**src/rtl/wireframe_draw.sv**
```systemverilog
// -----------------------------------------------------------------------------
// wireframe_draw
//
// Rasterises the three edges (p->q, q->r, r->p) of one triangle into a 1-bit
// wireframe SRAM using an integer Bresenham walker, one pixel per clock, all
// octants. The z components of the vertices are ignored. The colour-fill
// stage downstream later reads the same SRAM.
//
// Handshake: i_draw_en is a level request. A run is accepted only in IDLE
// while the block is armed. Acceptance disarms it, and it re-arms only after
// i_draw_en has been sampled low, so a held request never retriggers.
// o_busy is high from acceptance until the DONE cycle. o_done is a one-cycle
// pulse in that DONE cycle, and o_busy is already low in that same cycle.
//
// Ports
//   i_clk        system clock
//   i_rst        asynchronous active-high reset (aborts a run, no o_done)
//   i_ver        triangle vertices p,q,r (signed 16-bit x/y), captured on
//                acceptance
//   i_draw_en    start request (level)
//   o_busy       run in progress
//   o_done       one-cycle completion pulse
//   o_sram_addr  pixel address y*IMG_W + x
//   o_write_en   SRAM write strobe (low for pixels outside the image)
//   o_data_out   bit to write (1 = edge pixel, 0 = clear)
//   o_dbg_state  current FSM state, for observation only
//
// Optional feature: define WIREFRAME_CLEAR_EN to insert a CLEAR state that
// writes 0 to every pixel address, in ascending order, before the first edge.
// -----------------------------------------------------------------------------
package wireframe_pkg;
  typedef struct packed {
    logic signed [15:0] x;
    logic signed [15:0] y;
    logic signed [15:0] z;
  } point3d_t;

  typedef struct packed {
    point3d_t p;
    point3d_t q;
    point3d_t r;
  } triangle3d_t;

  typedef enum logic [2:0] {
    ST_IDLE  = 3'd0,
    ST_LATCH = 3'd1,
    ST_CLEAR = 3'd2,
    ST_SETUP = 3'd3,
    ST_STEP  = 3'd4,
    ST_DONE  = 3'd5
  } state_t;
endpackage

module wireframe_draw
  import wireframe_pkg::*;
#(
  parameter int IMG_W  = 16,
  parameter int IMG_H  = 8,
  parameter int ADDR_W = $clog2(IMG_W * IMG_H)
) (
  input  logic              i_clk,
  input  logic              i_rst,
  input  triangle3d_t       i_ver,
  input  logic              i_draw_en,
  output logic              o_busy,
  output logic              o_done,
  output logic [ADDR_W-1:0] o_sram_addr,
  output logic              o_write_en,
  output logic              o_data_out,
  output state_t            o_dbg_state
);

  localparam logic signed [16:0] W_S = 17'(IMG_W);
  localparam logic signed [16:0] H_S = 17'(IMG_H);
  localparam logic [ADDR_W-1:0]  W_A = ADDR_W'(IMG_W);

  // FSM and control
  state_t r_state;
  state_t w_state_nxt;
  logic   r_armed;
  logic   w_accept;

  // Captured vertices
  logic signed [15:0] r_px, r_py, r_qx, r_qy, r_rx, r_ry;
  logic [1:0]         r_edge;

  // Bresenham walker
  logic signed [16:0] r_x, r_y, r_xe, r_ye, r_dx, r_dy;
  logic               r_sx_neg, r_sy_neg;
  logic signed [17:0] r_err;

  // Registered outputs
  logic              r_busy, r_done, r_we, r_data;
  logic [ADDR_W-1:0] r_addr;

  // Next-value nets
  logic signed [16:0] w_x_nxt, w_y_nxt;
  logic signed [17:0] w_err_nxt;
  logic              w_busy_nxt, w_done_nxt, w_we_nxt, w_data_nxt;
  logic [ADDR_W-1:0] w_addr_nxt;
  logic [ADDR_W-1:0] w_pix_addr;

`ifdef WIREFRAME_CLEAR_EN
  localparam logic [ADDR_W-1:0] CLR_LAST = ADDR_W'(IMG_W * IMG_H - 1);
  logic [ADDR_W-1:0] r_clr;
  logic [ADDR_W-1:0] w_clr_nxt;
  // The counter register always holds the address currently being cleared.
  assign w_clr_nxt = (r_state == ST_CLEAR) ? r_clr + ADDR_W'(1) : '0;
`endif

  // z is carried by the triangle type but plays no part in a 2D wireframe.
  logic w_unused_z;
  assign w_unused_z = ^{i_ver.p.z, i_ver.q.z, i_ver.r.z};

  assign w_accept = (r_state == ST_IDLE) && i_draw_en && r_armed;

  // ---------------------------------------------------------------------------
  // Edge endpoint selection: edge 0 = p->q, 1 = q->r, 2 = r->p
  // ---------------------------------------------------------------------------
  logic signed [15:0] w_ax, w_ay, w_bx, w_by;
  always_comb begin
    w_ax = r_px;
    w_ay = r_py;
    w_bx = r_qx;
    w_by = r_qy;
    case (r_edge)
      2'd1: begin
        w_ax = r_qx; w_ay = r_qy; w_bx = r_rx; w_by = r_ry;
      end
      2'd2: begin
        w_ax = r_rx; w_ay = r_ry; w_bx = r_px; w_by = r_py;
      end
      default: ;
    endcase
  end

  // Setup arithmetic in 17 bits so the widest span (+-65535) never overflows.
  logic signed [16:0] w_x0, w_y0, w_x1, w_y1, w_ddx, w_ddy, w_adx, w_ady;
  assign w_x0  = {w_ax[15], w_ax};
  assign w_y0  = {w_ay[15], w_ay};
  assign w_x1  = {w_bx[15], w_bx};
  assign w_y1  = {w_by[15], w_by};
  assign w_ddx = w_x1 - w_x0;
  assign w_ddy = w_y1 - w_y0;
  assign w_adx = w_ddx[16] ? -w_ddx : w_ddx;
  assign w_ady = w_ddy[16] ? -w_ddy : w_ddy;

  // Step decision: e2 = 2*err compared against dy (<= 0) and dx (>= 0).
  logic signed [18:0] w_e2, w_dx19, w_dy19;
  logic signed [17:0] w_dx18, w_dy18;
  logic               w_step_x, w_step_y, w_at_end;
  assign w_e2     = {r_err, 1'b0};
  assign w_dx19   = {{2{r_dx[16]}}, r_dx};
  assign w_dy19   = {{2{r_dy[16]}}, r_dy};
  assign w_dx18   = {r_dx[16], r_dx};
  assign w_dy18   = {r_dy[16], r_dy};
  assign w_step_x = (w_e2 >= w_dy19);
  assign w_step_y = (w_e2 <= w_dx19);
  assign w_at_end = (r_x == r_xe) && (r_y == r_ye);

  // ---------------------------------------------------------------------------
  // FSM: state register
  // ---------------------------------------------------------------------------
  always_ff @(posedge i_clk or posedge i_rst) begin
    if (i_rst) r_state <= ST_IDLE;
    else       r_state <= w_state_nxt;
  end

  // ---------------------------------------------------------------------------
  // FSM: next-state logic
  // ---------------------------------------------------------------------------
  always_comb begin
    w_state_nxt = r_state;
    case (r_state)
      ST_IDLE:  if (w_accept) w_state_nxt = ST_LATCH;
`ifdef WIREFRAME_CLEAR_EN
      ST_LATCH: w_state_nxt = ST_CLEAR;
      ST_CLEAR: if (r_clr == CLR_LAST) w_state_nxt = ST_SETUP;
`else
      ST_LATCH: w_state_nxt = ST_SETUP;
`endif
      ST_SETUP: w_state_nxt = ST_STEP;
      ST_STEP:  if (w_at_end) w_state_nxt = (r_edge == 2'd2) ? ST_DONE : ST_SETUP;
      ST_DONE:  w_state_nxt = ST_IDLE;
      default:  w_state_nxt = ST_IDLE;
    endcase
  end

  // ---------------------------------------------------------------------------
  // Walker next values (SETUP loads the start point, STEP advances it)
  // ---------------------------------------------------------------------------
  always_comb begin
    w_x_nxt   = r_x;
    w_y_nxt   = r_y;
    w_err_nxt = r_err;
    if (r_state == ST_SETUP) begin
      w_x_nxt   = w_x0;
      w_y_nxt   = w_y0;
      w_err_nxt = {w_adx[16], w_adx} - {w_ady[16], w_ady};
    end else if (r_state == ST_STEP && !w_at_end) begin
      if (w_step_x) w_x_nxt = r_sx_neg ? r_x - 17'sd1 : r_x + 17'sd1;
      if (w_step_y) w_y_nxt = r_sy_neg ? r_y - 17'sd1 : r_y + 17'sd1;
      case ({w_step_x, w_step_y})
        2'b10:   w_err_nxt = r_err + w_dy18;
        2'b01:   w_err_nxt = r_err + w_dx18;
        2'b11:   w_err_nxt = r_err + w_dx18 + w_dy18;
        default: ;
      endcase
    end
  end

  // Modular arithmetic in ADDR_W bits yields the exact low bits of y*W+x.
  assign w_pix_addr = ADDR_W'(w_y_nxt) * W_A + ADDR_W'(w_x_nxt);

  // ---------------------------------------------------------------------------
  // FSM: output logic. Outputs are decoded from the next state and next pixel
  // and then registered, so they change together on the clock edge.
  // ---------------------------------------------------------------------------
  always_comb begin
    w_busy_nxt = 1'b0;
    w_done_nxt = 1'b0;
    w_we_nxt   = 1'b0;
    w_data_nxt = 1'b0;
    w_addr_nxt = '0;
    case (w_state_nxt)
      ST_LATCH, ST_SETUP: w_busy_nxt = 1'b1;
`ifdef WIREFRAME_CLEAR_EN
      ST_CLEAR: begin
        w_busy_nxt = 1'b1;
        w_we_nxt   = 1'b1;
        w_addr_nxt = w_clr_nxt;
      end
`endif
      ST_STEP: begin
        w_busy_nxt = 1'b1;
        w_data_nxt = 1'b1;
        w_addr_nxt = w_pix_addr;
        // Off-image pixels are still walked but never written.
        w_we_nxt   = (w_x_nxt >= 17'sd0) && (w_x_nxt < W_S) &&
                     (w_y_nxt >= 17'sd0) && (w_y_nxt < H_S);
      end
      ST_DONE: w_done_nxt = 1'b1;
      default: ;
    endcase
  end

  // ---------------------------------------------------------------------------
  // Datapath and output registers
  // ---------------------------------------------------------------------------
  always_ff @(posedge i_clk or posedge i_rst) begin
    if (i_rst) begin
      r_armed  <= 1'b1;
      r_px     <= '0; r_py <= '0; r_qx <= '0; r_qy <= '0; r_rx <= '0; r_ry <= '0;
      r_edge   <= '0;
      r_x      <= '0; r_y  <= '0; r_xe <= '0; r_ye <= '0;
      r_dx     <= '0; r_dy <= '0;
      r_sx_neg <= 1'b0;
      r_sy_neg <= 1'b0;
      r_err    <= '0;
      r_busy   <= 1'b0;
      r_done   <= 1'b0;
      r_we     <= 1'b0;
      r_data   <= 1'b0;
      r_addr   <= '0;
    end else begin
      if (!i_draw_en)    r_armed <= 1'b1;
      else if (w_accept) r_armed <= 1'b0;

      // Vertices are captured on the accepting edge, so any later change of
      // i_ver (busy already high) cannot affect the run.
      if (w_accept) begin
        r_px <= i_ver.p.x; r_py <= i_ver.p.y;
        r_qx <= i_ver.q.x; r_qy <= i_ver.q.y;
        r_rx <= i_ver.r.x; r_ry <= i_ver.r.y;
      end

      if (r_state == ST_LATCH) r_edge <= 2'd0;
      if (r_state == ST_STEP && w_at_end) r_edge <= r_edge + 2'd1;

      if (r_state == ST_SETUP) begin
        r_xe     <= w_x1;
        r_ye     <= w_y1;
        r_dx     <= w_adx;
        r_dy     <= -w_ady;
        r_sx_neg <= w_ddx[16];
        r_sy_neg <= w_ddy[16];
      end

      r_x    <= w_x_nxt;
      r_y    <= w_y_nxt;
      r_err  <= w_err_nxt;

      r_busy <= w_busy_nxt;
      r_done <= w_done_nxt;
      r_we   <= w_we_nxt;
      r_data <= w_data_nxt;
      r_addr <= w_addr_nxt;
    end
  end

`ifdef WIREFRAME_CLEAR_EN
  always_ff @(posedge i_clk or posedge i_rst) begin
    if (i_rst) r_clr <= '0;
    else       r_clr <= w_clr_nxt;
  end
`endif

  assign o_busy      = r_busy;
  assign o_done      = r_done;
  assign o_write_en  = r_we;
  assign o_data_out  = r_data;
  assign o_sram_addr = r_addr;
  assign o_dbg_state = r_state;

endmodule

```
**config.mk**
```make
export PLATFORM = sky130hd
export DESIGN_NAME = wireframe_draw
export DESIGN_NICKNAME = d
export VERILOG_FILES = /design/src/rtl/wireframe_draw.sv
export SDC_FILE = /design/constraint.sdc
export NUM_CORES = 1
export LEC_CHECK = 0
export ABC_CLOCK_PERIOD_IN_PS = 19900
export CAP_MARGIN = 20
export CELL_PAD_IN_SITES_DETAIL_PLACEMENT = 0
export CELL_PAD_IN_SITES_GLOBAL_PLACEMENT = 2
export CORE_MARGIN = 5
export CORE_UTILIZATION = 30
export DETAILED_ROUTE_END_ITERATION = 6
export GPL_ROUTABILITY_DRIVEN = 0
export GPL_TIMING_DRIVEN = 0
export MAX_ROUTING_LAYER = met4
export PLACE_DENSITY = 0.76
export SYNTH_ARGS = -nofsm -noshare
export SYNTH_HDL_FRONTEND = slang
export SYNTH_SLANG_ARGS = --single-unit
```
**constraint.sdc**
```tcl
create_clock -name i_clk -period 19.9 [get_ports i_clk]
set_input_delay 2.985 -clock i_clk [delete_from_list [all_inputs] [get_ports i_clk]]
set_output_delay 2.985 -clock i_clk [all_outputs]
set_load 0.02 [all_outputs]
```
# Word-level counts from Yosys, hierarchy flattened
# Cells that the tools add are included.
# W data, S select, Z words.
[classes]
add_sub_neg = 15
n_lt_le_gt_ge = 6
eq_ne = 15
n_mux = 30
n_reduce_logical = 15
[op_table]
columns = ["cell", "n"]
rows = [
  ["$mux W17", 10],
  ["$pmux W16 S2", 4],
  ["$add A18 B17 Y18", 3],
  ["$pmux W18 S3", 1],
  ["$neg A17 Y17", 3],
  ["$mux W18", 2],
  ["$add A17 B2 Y17 const B", 2],
  ["$eq A17 B16 Y1", 2],
  ["$ge A17 B1 Y1 const B", 2],
  ["$sub A16 B16 Y17", 2],
  ["$sub A17 B2 Y17 const B", 2],
  ["$ge A19 B17 Y1", 1],
  ["$le A19 B17 Y1", 1],
  ["$sub A17 B17 Y18", 1],
  ["$lt A17 B5 Y1 const B", 1],
  ["$lt A17 B6 Y1 const B", 1],
  ["$pmux W3 S4", 1],
  ["$eq A3 B3 Y1 const B", 3],
  ["$mux W3", 3],
  ["$logic_and A1 B1 Y1", 8],
  ["$add A7 B7 Y7", 1],
  ["$mux W7", 1],
  ["$eq A2 B2 Y1 const B", 3],
  ["$eq A3 B1 Y1 const B", 2],
  ["12 further kinds", 21],
]
[totals]
regBits = 233
out_inout_bits = 14
elab_cells = 104

# Logic depth before layout (Yosys ltp)
[depth]
ltp_word = 11
ltp_mapped = 35
mapped_depth_nobuf = 29

# Worst setup path before layout
# Ideal clock, no wire load.
[synth_timing]
path_kind = "register to register"
start = "reg r_edge[0]"
end = "reg r_err[16]"
setup_ns = 0.124
t_arrival_ns = 7.113
required_time_ns = 19.776
setup_slack_ns = 12.663
path_stages_with_launch = 34
n_path_buf = 8
path_cell_list = "dfrtp_1 > inv_1 > ha_1 > clkbuf_1 > clkbuf_1 > clkbuf_1 > buf_1 > clkbuf_1 > clkbuf_1 > a21oi_1 > ha_1 > fa_1 > nor2b_1 > o2111ai_2 > a31oi_2 > a31o_1 > a41o_1 > buf_2 > buf_2 > nor2_1 > xor2_1 > ha_1 > nor2b_1 > o21ai_0 > nand2b_1 > a21o_1 > a21o_1 > a31oi_1 > o21ai_0 > a221oi_2 > nor3b_2 > o41ai_2 > mux2i_1 > a211o_1"
[synth_between]
elab_chain_cells = 7
elab_cells_between_ends = 14
classes_between = "add/sub (5); eq/ne (2); mux (7)"
[synth_rtl]
columns = ["item", "line", "source"]
rows = [
  ["start: declaration", "85", "logic [1:0] r_edge;"],
  ["start signal: assignment", "278", "if (r_state == ST_STEP && w_at_end) r_edge <= r_edge + 2'd1;"],
  ["$eq A2 B2 Y1 / $eq A2 B1 Y1 (equally long branches)", "126", "case (r_edge)"],
  ["$pmux W16 S2", "126", ""],
  ["$sub A16 B16 Y17 (on tied branches)", "143, 144", ""],
  ["$neg A17 Y17 (on tied branches)", "145, 146", ""],
  ["$mux W17 (on tied branches)", "145, 146", ""],
  ["$sub A17 B17 Y18 (*)", "199", "w_err_nxt = {w_adx[16], w_adx} - {w_ady[16], w_ady};"],
  ["$mux W18 (*)", "196", "if (r_state == ST_SETUP) begin"],
  ["end signal: assignment", "291", "r_err <= w_err_nxt;"],
  ["end: declaration", "90", "logic signed [17:0] r_err;"],
]
# Every way passes the cells marked *; elsewhere a longest branch is shown, timed or not.
# A chain may end at the register's enable or synchronous reset.

# Worst setup path in the final report
[layout_timing]
start = "reg r_edge[0]"
end = "reg r_err[17]"
[layout_between]
elab_cells_between_ends = 14
classes_between = "add/sub (5); eq/ne (2); mux (7)"
[layout_rtl]
columns = ["item", "line", "source"]
rows = [
  ["$eq A2 B2 Y1 / $eq A2 B1 Y1 (equally long branches)", "126", ""],
  ["$pmux W16 S2 (*)", "126", ""],
  ["net w_bx[4]", "120", "logic signed [15:0] w_ax, w_ay, w_bx, w_by;"],
  ["$sub A16 B16 Y17 (*)", "143", "assign w_ddx = w_x1 - w_x0;"],
  ["$mux W17 (*)", "145", "assign w_adx = w_ddx[16] ? -w_ddx : w_ddx;"],
  ["net w_adx[1]", "138", "logic signed [16:0] w_x0, w_y0, w_x1, w_y1, w_ddx, w_ddy, w_adx, w_ady;"],
  ["$sub A17 B17 Y18 (*)", "199", ""],
  ["$mux W18 (*)", "196", ""],
]
# The timed path passes the listed nets; every way through them passes the cells marked *.

==> results.yml <==
logic_synthesis:
  yosys.area.top_type: "dfrtp_1"
  ys_seq_area_share_pct: 32.2
  yosysMostFrequentCell: "nand2_1"
  syn_inst: 2024
  syn_area_per_cell_um2: 8.96
  synth_ff_type: "dfrtp_1"
  synthTopCellsByCount: "nand2_1 (252), dfrtp_1 (232), ha_1 (157)"
  async_flop_share_pct: 100
  yosys-top-cells-area: "dfrtp_1 (32%), ha_1 (11%), mux2_2 (7.1%), nand2_1 (5.2%), xnor2_1 (4.5%)"
  yosysTopAreaCellShare_pct: 32.0
  ys_warn_count: 0
  synth_edf_count: 0
  ys_types: 87
  syn_nets: 2336
  syn_area_um2: 18100
  synth_seq_cells: 233
critical_path:
  worstSetupEndpoint: "r_err[17]"
  cp-start-kind: "register"
  reg2reg_from: "r_edge[0]"
  cp.required_ns: 20.35
  r2r_end: "r_err[17]"
  slowest_delay_ns: 0.60
  crit_type: "register to register"
  reg2regPathDepth: 31
  cp-startpoint: "r_edge[0]"
  cp_slowest_cell: "o21ai_0"
  crit_top_cell: "clkbuf_1"
  crit_fanout: 10
  r2r_slack_ns: 10.32
  arrival_ns: 10.03
  cp-end-kind: "register"
timing:
  rsz0062_at_grt: "no"
  hold_violations: 0
  worst_slew_pin_slew_ns: 1.04
  period_needed_ns: 9.58
  fin_worst_skew_ns: 0.0198
  max-slew-margin-rel_pct: 30.5
  setup_tns_ns: 0
  fin_crit_sh_pct: 48.1
  timing.fmax_mhz: 104
  final_max_slew_viol_count: 0
  report.final.setup_viol: 0
clocking:
  clk_pin_slew_worst_paths_ns: 0.06
  htreeDepth: 1
  cts_buffers: 28
  cts_root_buf: "clkbuf_16"
  cts_tree: "built"
  clk_latency_ns: 0.57
  cts.sinks: 233
  clock_tree.buffer_depth: 3
  post_cts.repair.setup_buffers: 0
  cts_resized: 0
  cts_hold_buf: 0
drt:
  vias: 15578
  ant_nets: 0
  drc: 0
  wirelength_mm: 61.1
  vias_per_cell: 5.24
  wl_per_cell_um: 20.6
  first_iter_violations: 925
  drt_pre_antenna_iters: 6
finish:
  area_growth_pct: 17.1
  seqCellArea_um2: 5830
  fin_nets: 2481
  drive_gt1_share_pct: 9.91
  fin_util_pct: 35.3
  diodes: 0
  fin_cells: 2971
  n_fill_cell: 6256
  multiInputGateArea_um2: 11600
run:
  maxCapViolCount: 0
placed_design:
  io_buffer_count: 112
  dp.cells: 2921
  place_hpwl_mm: 49.3
global_route:
  grt_usage_pct: 18.6
  grt_overflow_total: 0
  antenna_found_initial: 0
  grt_max_degree: 120
  grt_pass1_vias: 15980
  grt_pass1_wl_mm: 94.6
floorplanning:
  die_area_um2: 65400
  rows: 90
  dieWidth_um: 256
  start_util_pct: 30.1
  die_h_um: 256
  ioPinCount: 161
  core_area_um2: 60100
status:
  status: "finished clean"
worst_hold_path:
  min_path_type: "register to register"
[logic make-up after synthesis]
family	after synthesis	share of synthesized area, %
and+or+nand+nor	581	15.0
AOI/OAI and AO/OA	552	19.9
DFF	233	32.2
buffers and inverters	172	3.71
xor gates and xnor gates	171	8.39
adders and majority gates	165	11.7
muxes	150	9.07
[final cells by class]
| class | count | share of cell area [%] |
|---|---|---|
| plain buffers | 90 | 1.71 |
| clock buffers | 36 | 3.78 |
| clock inverters | 14 | 0.731 |
| flip-flops and latches | 233 | 27.5 |
| inverters | 82 | 1.48 |
| multi-input cells | 1619 | 54.7 |
| well taps | 782 | 4.61 |
| repair buffers | 115 | 5.48 |
[sequential cells by signal, summed over array words and instances, names as in the netlist]
register     flops
r_xe            16
o_write_en       1
r_qy            16
r_ry            16
r_sy_neg         1
r_px            16
r_y             17
o_busy           1
r_rx            16
o_done           1
o_data_out       1
o_dbg_state      3
r_py            16
r_dx            17
r_ye            16
r_dy            17
r_armed          1
r_x             17
r_qx            16
o_sram_addr      7
r_edge           2
r_sx_neg         1
r_err           18
[cell usage in the layout, fill, tap and decap left out, drive strengths merged, types with 20 or more instances in the layout]
master         instances
nand2                252
dfrtp                232
ha                   157
o21ai                149
a21oi                127
nor2                 126
mux2                 114
clkdlybuf4s50        112
clkbuf                96
xnor2                 95
inv                   84
xor2                  76
a22oi                 68
a21o                  43
mux2i                 36
nor3                  33
buf                   33
o211ai                30
nand3                 28
o21a                  28
nand2b                22
nor2b                 20
[worst max-delay path: cells and delay by family (launching register included)]
kind | cells | cell delay, ns
and+or+nand+nor | 3 | 0.31
AOI/OAI and AO/OA | 18 | 5.10
adders and majority gates | 3 | 0.90
DFF | 1 | 0.41
buffers and inverters | 7 | 2.68
[metal layers]
| layer | wire length (um) | track usage [%] | up-vias |
|---|---|---|---|
| met5 | 0 | - | - |
| met4 | 2580 | 6.73 | 0 |
| met3 | 2210 | 1.70 | 118 |
| met2 | 28600 | 30.8 | 406 |
| met1 | 27800 | 23.8 | 7498 |
| li1 | - | - | 7556 |
[worst min path at each step]
stage | start | end | slack [ns] | cells past startpoint
floorplan | r_armed | r_armed | 0.46 | 2
global placement | r_armed | r_armed | 0.47 | 2
detailed placement | r_ye[14] | r_ye[14] | 0.48 | 2
CTS | r_ye[14] | r_ye[14] | 0.50 | 2
global route | r_armed | r_armed | 0.50 | 2
finish | r_ye[14] | r_ye[14] | 0.50 | 2
[metrics by stage]
stage          cell area (um2)  setup WS, ns  hold slack (ns)
5_1_grt                  21200          9.70            0.502
4_1_cts                  21200         10.33            0.499
3_5_place_dp             20300         10.39            0.483
3_3_place_gp             20200          7.16            0.475
6_report                 21200         10.32            0.496
2_1_floorplan            18100         10.53            0.460
Power is left out: the tool's default activity adds up to more than one toggle a clock period on the data nets, which glitch-free logic cannot reach.
==> patch 1, RTL diff (config.mk and constraints unchanged) <==
Build with the macro `WIREFRAME_CLEAR_EN` defined.
--- a/src/rtl/wireframe_draw.sv
+++ b/src/rtl/wireframe_draw.sv
@@ -29,4 +29,6 @@
 // writes 0 to every pixel address, in ascending order, before the first edge.
 // -----------------------------------------------------------------------------
+`define WIREFRAME_CLEAR_EN
+
 package wireframe_pkg;
   typedef struct packed {
Formal check against the unedited RTL: not equivalent (a bounded check fails within 4 cycles, from zero or initial values and one cycle with i_rst high).
==> patch 1 against the original RTL <==
- area after synthesis grew 4.4%
- sequential cell count grew 7
- worst hold slack lost 0.0082 ns
- cell area grew 4.5%
- final cell count grew 6.7%
- die area grew 4.2%
- wire length grew 8.2%
- clock skew grew 0.0040 ns
- global-route usage grew 0.72 points
- worst setup slack lost 0.071 ns
- critical path depth is the same
- critical endpoint is now r_err[14]
Power is left out: it rests on default switching activity, and per cell area and clock period it moved more than threefold.
==> patch 1: results (changes against the original RTL) <==
Hold path:
- The instance count along the most critical hold path is 2 (unchanged).
- The kind of path behind the tightest hold check is reg2reg (unchanged).
- The hold path startpoint is r_armed (was r_ye[14]).
- The hold-critical path endpoint is r_armed (was r_ye[14]).

Logic synthesis:
- The post-synthesis sequential area ratio is 0.317 (was 0.322).
- Commonest cells in the netlist: 241 x nand2_1, 239 x dfrtp_1, 158 x ha_1 (was 252 x nand2_1, 232 x dfrtp_1, 157 x ha_1).
- The share of synthesized area spent on multiplexers was 0.0790 (was 0.0907).
- The adder-cell share of the synthesized area was 0.113 (was 0.117).
- The post-synthesis average cell area is 8.78 sq um (was 8.96 sq um).
- The unique cell type count in the Yosys netlist is 91 (was 87).
- Top post-synthesis cells by area: dfrtp_1 32%, ha_1 10%, mux2_2 6.8% (was dfrtp_1 32%, ha_1 11%, mux2_2 7.1%).
- The xor/xnor share of the synthesized area was 0.0732 (was 0.0839).
- The complex-gate fraction of the synthesized area is 0.214 (was 0.199).
- The commonest register cell after synthesis is dfrtp_1 (unchanged).
- The synthesized netlist net count is 2467 (was 2336).

Final layout:
- The layout net count is 2613 (was 2481).
- The antenna diode count is 0 (unchanged).
- The fraction of final layout cells with drive strength greater than 1 is 0.0895 (was 0.0991).
- The largest register by flop count is r_err (unchanged).

STA:
- The relative slew slack came to 0.244 (was 0.305).
- The hold slack is 0.488 ns (was 0.496 ns).
- The worst clock skew on the final layout was 0.0238 ns (was 0.0198 ns).

Detailed routing:
- The first-pass iteration count of the detailed router was 5 (was 6).
- The number of DRC violations after detailed-routing iteration 0 was 1271 (was 925).
- The total number of vias is 16900 (was 15600).
- The via density per instance was 5.34 (was 5.24).
- The wire length per cell after detailed routing is 20.9 um (was 20.6 um).

Clocking:
- The total clock buffers created by CTS is 29 (was 28).
- The deepest clock path buffer count is 3 (unchanged).
- The count of instances resized after the clock tree is built was 0 (unchanged).
- The clock-pin slew on the worst setup and hold paths came to 0.06 ns (about the same).
- The total setup buffers inserted after CTS was 0 (unchanged).
- The root cell of the clock tree is clkbuf_16 (unchanged).

Placement:
- The number of placed cells counting well taps is 3115 (was 2921).
- The cell area after placement came to 21200 sq um (was 20300 sq um).
- The half-perimeter wire length of the detailed placement result is 52900 um (was 49300 um).

Critical path:
- The internal reg-to-reg setup slack is 10.25 ns (was 10.32 ns).
- The number of cells traversed by the worst register-to-register path was 31 (unchanged).
- The launch instance of the worst register-to-register path was r_edge[1] (was r_edge[0]).
- The largest driver fanout on the critical path came to 10 (unchanged).
- The highest cell delay on the worst timing path was 0.68 ns (was 0.60 ns).
- The reg-to-reg endpoint is r_err[14] (was r_err[17]).

Global routing:
- The pin count of the biggest net entering global routing is 87 (was 120).
- The global-route wire length before repair is 100000 um (was 94600 um).
- The global router's overall resource usage is 0.193 (was 0.186).

Status:
- Run status: complete, no violations (unchanged).
-- patch 1: changes by cell type after synthesis, sizes merged, moves of 13 or more --
cell,change
mux2i,-16
nand3,+19
nor2,+27
a211oi,+13
clkbuf,+15
-- patch 1: worst max path at each step --
stage,from,endpoint,slack (ns),cells after the start
finish,r_edge[1],r_err[14],10.25,31
global route,r_edge[1],r_err[14],9.62,31
CTS,r_edge[1],r_err[14],10.41,31
detailed placement,r_edge[1],r_err[14],10.43,31
global placement,i_rst,o_sram_addr[3],6.68,2
floorplan,i_rst,o_busy,10.33,1
-- patch 1: layout make-up --
class                      count  area [sq um]
fill                        6442         40500
clock inverter                14           241
buffer                        98           383
clock buffer                  40           787
sequential                   240          6010
inverter                      83           319
tap                          846          1060
timing repair buffer         115          1180
multi-input combinational   1733         12200
-- patch 1: cell families after synthesis --
family / Yosys count
AND/OR/NAND/NOR: 662
buffers and inverters: 181
multiplexers: 135
flip-flops: 240
adder cells (fa/ha/maj): 166
XOR/XNOR: 156
AO/OA/AOI/OAI: 614
-- patch 1: routing by layer --
| layer | routed length, um | vias to the layer above | part of all wire | track usage |
|---|---|---|---|---|
| met2 | 30800 | 460 | 0.47 | 0.312 |
| met5 | 0 | - | 0 | - |
| li1 | - | 8172 | - | - |
| met1 | 30600 | 8201 | 0.46 | 0.263 |
| met4 | 1640 | 0 | 0.025 | 0.0461 |
| met3 | 3090 | 85 | 0.047 | 0.0187 |
-- patch 1: worst max-delay path: cells and delay by family, from the launching register on --
kind                     cells  cell delay, ns
AO/OA/AOI/OAI               15            4.00
buffers and inverters        8            3.18
adder cells (fa/ha/maj)      3            0.76
AND/OR/NAND/NOR              4            0.67
XOR/XNOR                     1            0.50
flip-flops                   1            0.42
==> patch 2, RTL diff (same flow settings) <==
Made on the original files. `r_x`, `r_y` and `r_addr` no longer have a reset.
--- a/src/rtl/wireframe_draw.sv
+++ b/src/rtl/wireframe_draw.sv
@@ -253,5 +253,5 @@
       r_px     <= '0; r_py <= '0; r_qx <= '0; r_qy <= '0; r_rx <= '0; r_ry <= '0;
       r_edge   <= '0;
-      r_x      <= '0; r_y  <= '0; r_xe <= '0; r_ye <= '0;
+      r_xe <= '0; r_ye <= '0;
       r_dx     <= '0; r_dy <= '0;
       r_sx_neg <= 1'b0;
@@ -262,5 +262,4 @@
       r_we     <= 1'b0;
       r_data   <= 1'b0;
-      r_addr   <= '0;
     end else begin
       if (!i_draw_en)    r_armed <= 1'b1;
@@ -287,6 +286,4 @@
       end
 
-      r_x    <= w_x_nxt;
-      r_y    <= w_y_nxt;
       r_err  <= w_err_nxt;
 
@@ -295,6 +292,11 @@
       r_we   <= w_we_nxt;
       r_data <= w_data_nxt;
-      r_addr <= w_addr_nxt;
     end
+  end
+
+  always_ff @(posedge i_clk) begin
+    r_x    <= w_x_nxt;
+    r_y    <= w_y_nxt;
+    r_addr <= w_addr_nxt;
   end
 
Check against the original RTL: differs if i_rst is asserted again (counterexample within 4 cycles, from zero or initial values and one cycle with i_rst high); with i_rst held inactive, the same outputs for 4 cycles.
==> patch 2 against the original RTL <==
- utilization is 0.14 points higher
- worst setup slack worse by 0.39 ns
- cell area is 1.7% lower
- die area is 1.7% lower
- sequential cell count stayed put
- final cell count is 0.27% higher
- wire length is 1.7% higher
- highest routed layer unchanged
- first-iteration DRC count is 1.5% lower
- area after synthesis is 1.8% lower
- fmax is 3.9% lower
- critical endpoint is now r_err[15]
Power is left out: the tool's default activity adds up to more than one toggle a clock period on the data nets, which glitch-free logic cannot reach.
==> patch 2: results (changes against the original RTL) <==
Detailed routing:
- The first-pass iteration count of the detailed router is 5 (was 6).
- The number of DRC violations after detailed-routing iteration 0 is 911 (was 925).
- The total number of vias came to 15700 (was 15600).
- The total wire length is 62200 um (was 61100 um).

Logic synthesis:
- The unique cell type count in the Yosys netlist is 78 (was 87).
- The proportion of synthesized flip-flops having asynchronous set or reset is 0.824 (was 1.00).
- The complex-gate fraction of the synthesized area is 0.206 (was 0.199).
- Top post-synthesis cells by area: dfrtp_1 27%, ha_1 11%, mux2_2 7.3% (was dfrtp_1 32%, ha_1 11%, mux2_2 7.1%).
- The share of synthesized area spent on multiplexers was 0.0859 (was 0.0907).
- Commonest cells in the netlist: 239 x nand2_1, 191 x dfrtp_1, 157 x ha_1 (was 252 x nand2_1, 232 x dfrtp_1, 157 x ha_1).
- The adder-cell share of the synthesized area is 0.120 (was 0.117).
- The xor/xnor share of the synthesized area came to 0.0816 (was 0.0839).

Global routing:
- The met3 track utilization from global routing is 0.0198 (was 0.0170).
- The global router's overall resource usage is 0.193 (was 0.186).
- The met2 usage came to 0.304 (was 0.308).
- The met1 global-route usage was 0.263 (was 0.238).
- The pin count of the biggest net entering global routing is 129 (was 120).
- The number of global-route vias before repair is 15800 (was 16000).
- The global-route wire length before repair is 94400 um (was 94600 um).

Critical path:
- The reg-to-reg endpoint is r_err[15] (was r_err[17]).
- The highest cell delay on the worst timing path is 0.84 ns (was 0.60 ns).
- The internal reg-to-reg setup slack is 9.93 ns (was 10.32 ns).
- The worst path arrival time was 10.40 ns (was 10.03 ns).

Placement:
- The half-perimeter wire length of the detailed placement result is 51000 um (was 49300 um).

Final layout:
- The clock tree cell share of total cell area came to 0.0455 (was 0.0451).
- The multi-input gate share of the layout cell area is 0.550 (was 0.547).
- The antenna diode count is 1 (was 0).
- The non-clock inverter instance count of the final layout is 93 (was 82).
- The non-clock buffer area fraction after layout is 0.0714 (was 0.0719).
- The fraction of final layout cells with drive strength greater than 1 came to 0.0898 (was 0.0991).
- The layout net count is 2496 (was 2481).
- The number of fill cells is 6033 (was 6256).
- The count of clock buffers in the final design is 31 (was 36).

STA:
- The slew at the pin closest to its max-slew limit came to 1.13 ns (was 1.04 ns).

Hold path:
- The hold-critical path endpoint is r_xe[10] (was r_ye[14]).
- The hold path startpoint is r_xe[10] (was r_ye[14]).

Status:
- Run status: complete, no violations (unchanged).

Clocking:
- The total clock buffers created by CTS came to 27 (was 28).
-- patch 2: stage by stage --
stage / cell area [sq um] / setup WS (ns) / instances / hold slack (ns) / util
global route: 20900 / 9.12 / 2978 / 0.519 / 0.354
finish: 20900 / 9.93 / 2979 / 0.499 / 0.355
detailed placement: 19900 / 10.03 / 2928 / 0.484 / 0.338
CTS: 20900 / 10.02 / 2978 / 0.501 / 0.354
floorplan: 17800 / 11.69 / 2042 / 0.460 / -
global placement: 19900 / 8.67 / 2927 / 0.471 / 0.338
-- patch 2: per-layer routing --
metal | wire [um] | part of all wire | up-vias
li1 | - | - | 7639
met1 | 29300 | 0.47 | 7594
met2 | 28100 | 0.45 | 385
met3 | 2640 | 0.042 | 90
met4 | 2140 | 0.034 | 0
met5 | 0 | 0 | -
